[src/rtl/simple_dpram_if.sv]
// Port bundle for simple_dpram: write port 2, registered read port 1.
interface simple_dpram_if #(
    parameter int DATA_W = 8,
    parameter int ADDR_W = 3
);
    logic              w_en;
    logic              r_en;
    logic [ADDR_W-1:0] addr1;
    logic [ADDR_W-1:0] addr2;
    logic [DATA_W-1:0] data_in2;
    logic [DATA_W-1:0] data_out;
    logic              rd_valid;

    modport master (
        output w_en, r_en, addr1, addr2, data_in2,
        input  data_out, rd_valid
    );

    modport slave (
        input  w_en, r_en, addr1, addr2, data_in2,
        output data_out, rd_valid
    );
endinterface

[src/rtl/simple_dpram.sv]
// Single-clock simple dual-port RAM, write-first on address collision.
// Array and read outputs are cleared by the asynchronous active-low reset.
module simple_dpram #(
    parameter int DATA_W = 8,
    parameter int ADDR_W = 3,
    parameter int DEPTH  = 8
) (
    input logic           clk,
    input logic           rst,
    simple_dpram_if.slave bus
);

    logic [DATA_W-1:0] mem_q [DEPTH];
    logic [DATA_W-1:0] mem_d [DEPTH];
    logic [DATA_W-1:0] data_q;
    logic [DATA_W-1:0] data_d;
    logic              valid_q;
    logic              valid_d;

    // Reading from the post-write view gives write-first on collision.
    always_comb begin
        mem_d   = mem_q;
        data_d  = data_q;
        valid_d = 1'b0;
        if (bus.w_en) begin
            mem_d[bus.addr2] = bus.data_in2;
        end
        if (bus.r_en) begin
            data_d  = mem_d[bus.addr1];
            valid_d = 1'b1;
        end
    end

    always_ff @(posedge clk or negedge rst) begin
        if (!rst) begin
            mem_q   <= '{default: '0};
            data_q  <= '0;
            valid_q <= 1'b0;
        end else begin
            mem_q   <= mem_d;
            data_q  <= data_d;
            valid_q <= valid_d;
        end
    end

    assign bus.data_out = data_q;
    assign bus.rd_valid = valid_q;

endmodule

[src/flat_wrapper.sv]
// flat-port wrapper written by rule: the top's interface ports become plain ports
module simple_dpram_flat 
#(
    parameter int DATA_W = 8,
    parameter int ADDR_W = 3,
    parameter int DEPTH  = 8
)
  (clk, rst, bus_w_en, bus_r_en, bus_addr1, bus_addr2, bus_data_in2, bus_data_out, bus_rd_valid);
  simple_dpram_if #(.DATA_W(DATA_W), .ADDR_W(ADDR_W)) bus_i ();
  input logic clk;
  input logic rst;
  input wire logic [$bits(bus_i.w_en)-1:0] bus_w_en;
  input wire logic [$bits(bus_i.r_en)-1:0] bus_r_en;
  input wire logic [$bits(bus_i.addr1)-1:0] bus_addr1;
  input wire logic [$bits(bus_i.addr2)-1:0] bus_addr2;
  input wire logic [$bits(bus_i.data_in2)-1:0] bus_data_in2;
  output wire logic [$bits(bus_i.data_out)-1:0] bus_data_out;
  output wire logic [$bits(bus_i.rd_valid)-1:0] bus_rd_valid;
  assign bus_i.w_en = bus_w_en;
  assign bus_i.r_en = bus_r_en;
  assign bus_i.addr1 = bus_addr1;
  assign bus_i.addr2 = bus_addr2;
  assign bus_i.data_in2 = bus_data_in2;
  assign bus_data_out = bus_i.data_out;
  assign bus_rd_valid = bus_i.rd_valid;
  simple_dpram #(.DATA_W(DATA_W), .ADDR_W(ADDR_W), .DEPTH(DEPTH)) u_core (.clk(clk), .rst(rst), .bus(bus_i));
endmodule
[config.mk]
export PLATFORM = sky130hd
export DESIGN_NAME = simple_dpram_flat
export DESIGN_NICKNAME = d
export VERILOG_FILES = /design/src/rtl/simple_dpram_if.sv /design/src/rtl/simple_dpram.sv /design/src/flat_wrapper.sv
export SDC_FILE = /design/constraint.sdc
export NUM_CORES = 1
export LEC_CHECK = 0
export ABC_AREA = 1
export CAP_MARGIN = 15
export CORE_UTILIZATION = 58
export DETAILED_ROUTE_END_ITERATION = 10
export PLACE_DENSITY = 0.79
export SLEW_MARGIN = 20
export SYNTH_ARGS = -nofsm -noshare
export SYNTH_HDL_FRONTEND = slang
export SYNTH_SLANG_ARGS = --single-unit
[constraint.sdc]
create_clock -name clk -period 1 [get_ports clk]
set_input_delay 0.2 -clock clk [delete_from_list [all_inputs] [get_ports clk]]
set_output_delay 0.2 -clock clk [all_outputs]
set_load 0.01 [all_outputs]
==> results of run 1 <==
==> metrics by stage <==
step / instances / hold WS, ns
floorplan: 457 / -0.0956
global placement: 655 / 0.257
detailed placement: 655 / 0.257
==> cell families after synthesis <==
kind of cell	synth area share
simple gates	0.430
flops	0.523
buf+inv	0.0463
==> synth_stat cells <==
master,number
buf_1,1
buf_2,7
buf_4,2
clkbuf_1,8
clkbuf_2,8
dfrtp_1,73
inv_1,10
nand2_1,188
nand3_1,152
nor2_1,6
nor2_2,2
==> flow_summary.ini, run 1 <==
[outcome]
status = did not finish
lastStage = clock tree synthesis (4_1_cts)
error_line = [ERROR DPL-0038] Utilization greater than 100%, impossible to legalize

[clock_network]
ctsResizeCount = 205
cts_buffer_depth = 2
cts_buffers = 9
htreeDepth = 3
clock_sinks = 73
post_cts_buffers = 19
cts_hold_buf = 1
clockRootBuffer = clkbuf_8

[yosys]
synth_area_per_cell_um2 = 7.64
yosysTopAreaCellShare = 0.523
syn_nets = 475
ys_types = 11
syn-cell-area_um2 = 3490
synthCells = 457
yosysSeqAreaShare = 0.523
synth_area_leader_cell = dfrtp_1
synth-seq-cells = 73
synth.area.top_cells = dfrtp_1 52%, nand3_1 22%, nand2_1 20%
ys_warn_count = 0

[place]
portBuffers = 26
pre_cts_slack_ns = -1.04
hpwl_um = 8090
post_dp_cell_area_um2 = 4890
gp_congestion = 0.916

[floorplan]
pin_count = 27
die_w_um = 79.6
rows = 27
initial_core_util = 0.619
die_y_um = 79.6
==> inputs of run 2 (changes only) <==
--- a/config.mk
+++ b/config.mk
@@ -7,9 +7,9 @@
 export LEC_CHECK = 0
 export ABC_AREA = 1
 export CAP_MARGIN = 15
-export CORE_UTILIZATION = 58
+export CORE_UTILIZATION = 40
 export DETAILED_ROUTE_END_ITERATION = 10
-export PLACE_DENSITY = 0.79
+export PLACE_DENSITY_LB_ADDON = 0.15
 export SLEW_MARGIN = 20
 export SYNTH_ARGS = -nofsm -noshare
 export SYNTH_HDL_FRONTEND = slang
==> run 2 against run 1 <==
Net effect: the flow now finishes, with violations (negative setup slack); synthesized area stayed put; synthesized cell count stayed put.
==> flow_summary.ini, run 2 <==
[outcome]
status = finished with violations
violations = negative setup slack

[route]
final_antenna_net_count = 0
via_per_inst = 5.46
post-route-drc-count = 0
vias = 3951
avgRoutedWirePerCell_um = 17.2
drtIter0Drc = 233
drt-total-wl_um = 12500
drt_pass1_iterations = 5

[flow_run]
maxCapViolations = 0

[worst_setup_path]
critPathSlowestCell = dfrtp_1
r2r-end = u_core.bus.data_out[6]$_DFFE_PN0P_
critPathKind = reg -> out
required_ns = 0.80
startpoint_type = flip-flop
cp_top_family = flip-flops
worst_path_largest_cell_delay_ns = 0.40
worstPathMaxFanout = 2
crit_arrival_ns = 0.89
endpoint_kind = output pin
rr_worst_depth = 6
cp_num_buf_inv = 1
reg2reg_from = u_core.mem_q[62]$_DFF_PN0_
crit_chain = buf_2
regToRegSetupSlack_ns = 0

[final_layout]
syn2layout_area_growth_pct = 70.7
mostFrequentLayoutCells = 129 x nand2_1, 122 x buf_4, 77 x nand3_1
drive_gt1_frac = 0.518
mostFrequentLayoutCell = nand2_1
nNetsFinal = 631
largest_reg_flops = 64
top_register = u_core.mem_q
n_antenna_cell = 0

[yosys]
synth-edff-count = 0
synth.area.top_cells = dfrtp_1 52%, nand3_1 22%, nand2_1 20%
yosysSeqAreaShare = 0.523
yosysTopAreaCellShare = 0.523
syn-cell-area_um2 = 3490
synth_commonest_cells = 188 x nand2_1, 152 x nand3_1, 73 x dfrtp_1
synth-seq-cells = 73
synthCells = 457
synthFlopType = dfrtp_1
synth_area_per_cell_um2 = 7.64
yosysMostFrequentCell = nand2_1
syn_nets = 475
async_flop_share = 1.00
ys_warn_count = 0
synth_area_leader_cell = dfrtp_1
ys_types = 11

[sta]
fin_ws_ns = -0.0932
rsz0062_at_grt = yes
setup_viol = 17
hold_violations = 0
fin_skew_ns = 0.00541
fin_crit_sh = 1.09
fmax_mhz = 915
fin_crit_ns = 1.09
worst_pin_slew_ns = 0.402
fin_tns_setup_ns = -0.808
max-slew-margin-rel = 0.732
slew_viol_final = 0
whs_ns = 0.298

[pwr]
clkPwrFrac = 0.268
switching_share = 0.312
ir_worst_vdd_v = 0.00149
p_comb_frac = 0.298
p_switching_mw = 2.68
leakage_nw = 3.06
pwr_density_cell_nw_per_um2 = 1440
p_int_mw = 5.92
p_seq_frac = 0.434

[clock_network]
clockRootBuffer = clkbuf_8
cts_buffers = 9
htreeDepth = 3
clock_sinks = 73
cts_buffer_depth = 2
tritoncts = built
path_clk_slew_ns = 0.08
worstSkewPairLatency_ns = 0.35

[grt]
grt_pass1_vias = 3671
grt_max_degree = 74
grt_overflow_total = 0
grt_pass1_wl_um = 18800
grt_usage = 0.282
antenna_found_initial = 0

[floorplan]
initial_core_util = 0.418
pin_count = 27
die-area_um2 = 9100
rows = 33
die_y_um = 95.4
die_w_um = 95.4
core_um2 = 8340

[place]
hpwl_um = 7630
portBuffers = 26
gp_congestion = 0.864

[hold_path]
hold_path_class = in -> reg
min_from = bus_addr2[2]
hold_end = u_core.mem_q[23]$_DFF_PN0_
hold-path-cell-count = 5
run 2: cell counts after synthesis:
No cell type changed its count.
run 2: what timing repair did:
item / in CTS / in global routing
hold buffers: 1 / 0
pin swaps: 39 / 34
setup buffers: 12 / 9
endpoints found under the setup margin: 81 / 17
hold endpoints to repair: 73 / 0
gates cloned: 2 / 0
resized for setup: 160 / 81
run 2: cell families after synthesis:
group	count (synthesis)	share of synthesized area
flip-flops	73	0.523
AND/OR/NAND/NOR	348	0.430
buffers and inverters	36	0.0463
run 2: stage by stage:
step                      cell area [um^2]  utilization  power [mW]  worst slack [ns]  std cells
after floorplan                       3620            -        4.69           -0.0922        457
after global placement                4880        0.585        5.64            -0.974        683
after detailed placement              4880        0.585        5.70             -1.00        683
after CTS                             5580        0.669        8.35            -0.115        714
after global routing                  5960        0.714        9.02            -0.126        723
final                                 5960        0.714        8.60           -0.0932        723
run 2: worst max-delay path by stage:
stage          depth (start not counted)                            endpoint                                from  slack [ns]
4_1_cts                                1                     bus_data_out[2]  u_core.bus.data_out[2]$_DFFE_PN0P_       -0.11
6_report                               1                     bus_data_out[2]  u_core.bus.data_out[2]$_DFFE_PN0P_       -0.09
5_1_grt                                1                     bus_data_out[2]  u_core.bus.data_out[2]$_DFFE_PN0P_       -0.13
3_5_place_dp                           9  u_core.bus.data_out[6]$_DFFE_PN0P_                        bus_addr2[2]       -1.00
2_1_floorplan                          8  u_core.bus.data_out[5]$_DFFE_PN0P_                        bus_addr2[1]       -0.09
3_3_place_gp                           9  u_core.bus.data_out[0]$_DFFE_PN0P_                        bus_addr2[2]       -0.97
run 2: area by class of cell:
class | count | area (um^2)
inverters | 10 | 43.8
repair buffers | 171 | 1530
clock buffers | 13 | 149
multi-input cells | 348 | 2240
well taps | 105 | 131
clock inverters | 3 | 40.0
fillers | 584 | 2380
flip-flops and latches | 73 | 1830
run 2: routing by layer:
metal / GRT usage / vias up / routed length, um
li1: - / 1833 / -
met1: 0.362 / 1907 / 4990
met2: 0.467 / 165 / 6150
met3: 0.0558 / 46 / 786
met4: 0.111 / 0 / 547
met5: 0 / - / 0
run 2: worst min-delay path, cell delays in order:
cell,delay [ns]
buf_6,0.11
nand2_2,0.10
nor2_4,0.08
nand2_2,0.07
nand2_1,0.04
run 2: power by group through the flow:
stage          Combinational, mW  Sequential (mW)  Clock (mW)
6_report                    2.56             3.73        2.31
3_5_place_dp                1.99             3.70           0
2_1_floorplan               1.02             3.68           0
3_3_place_gp                1.95             3.69           0
5_1_grt                     2.78             3.78        2.47
4_1_cts                     2.28             3.69        2.37
Power figures use the tool's default switching activity.
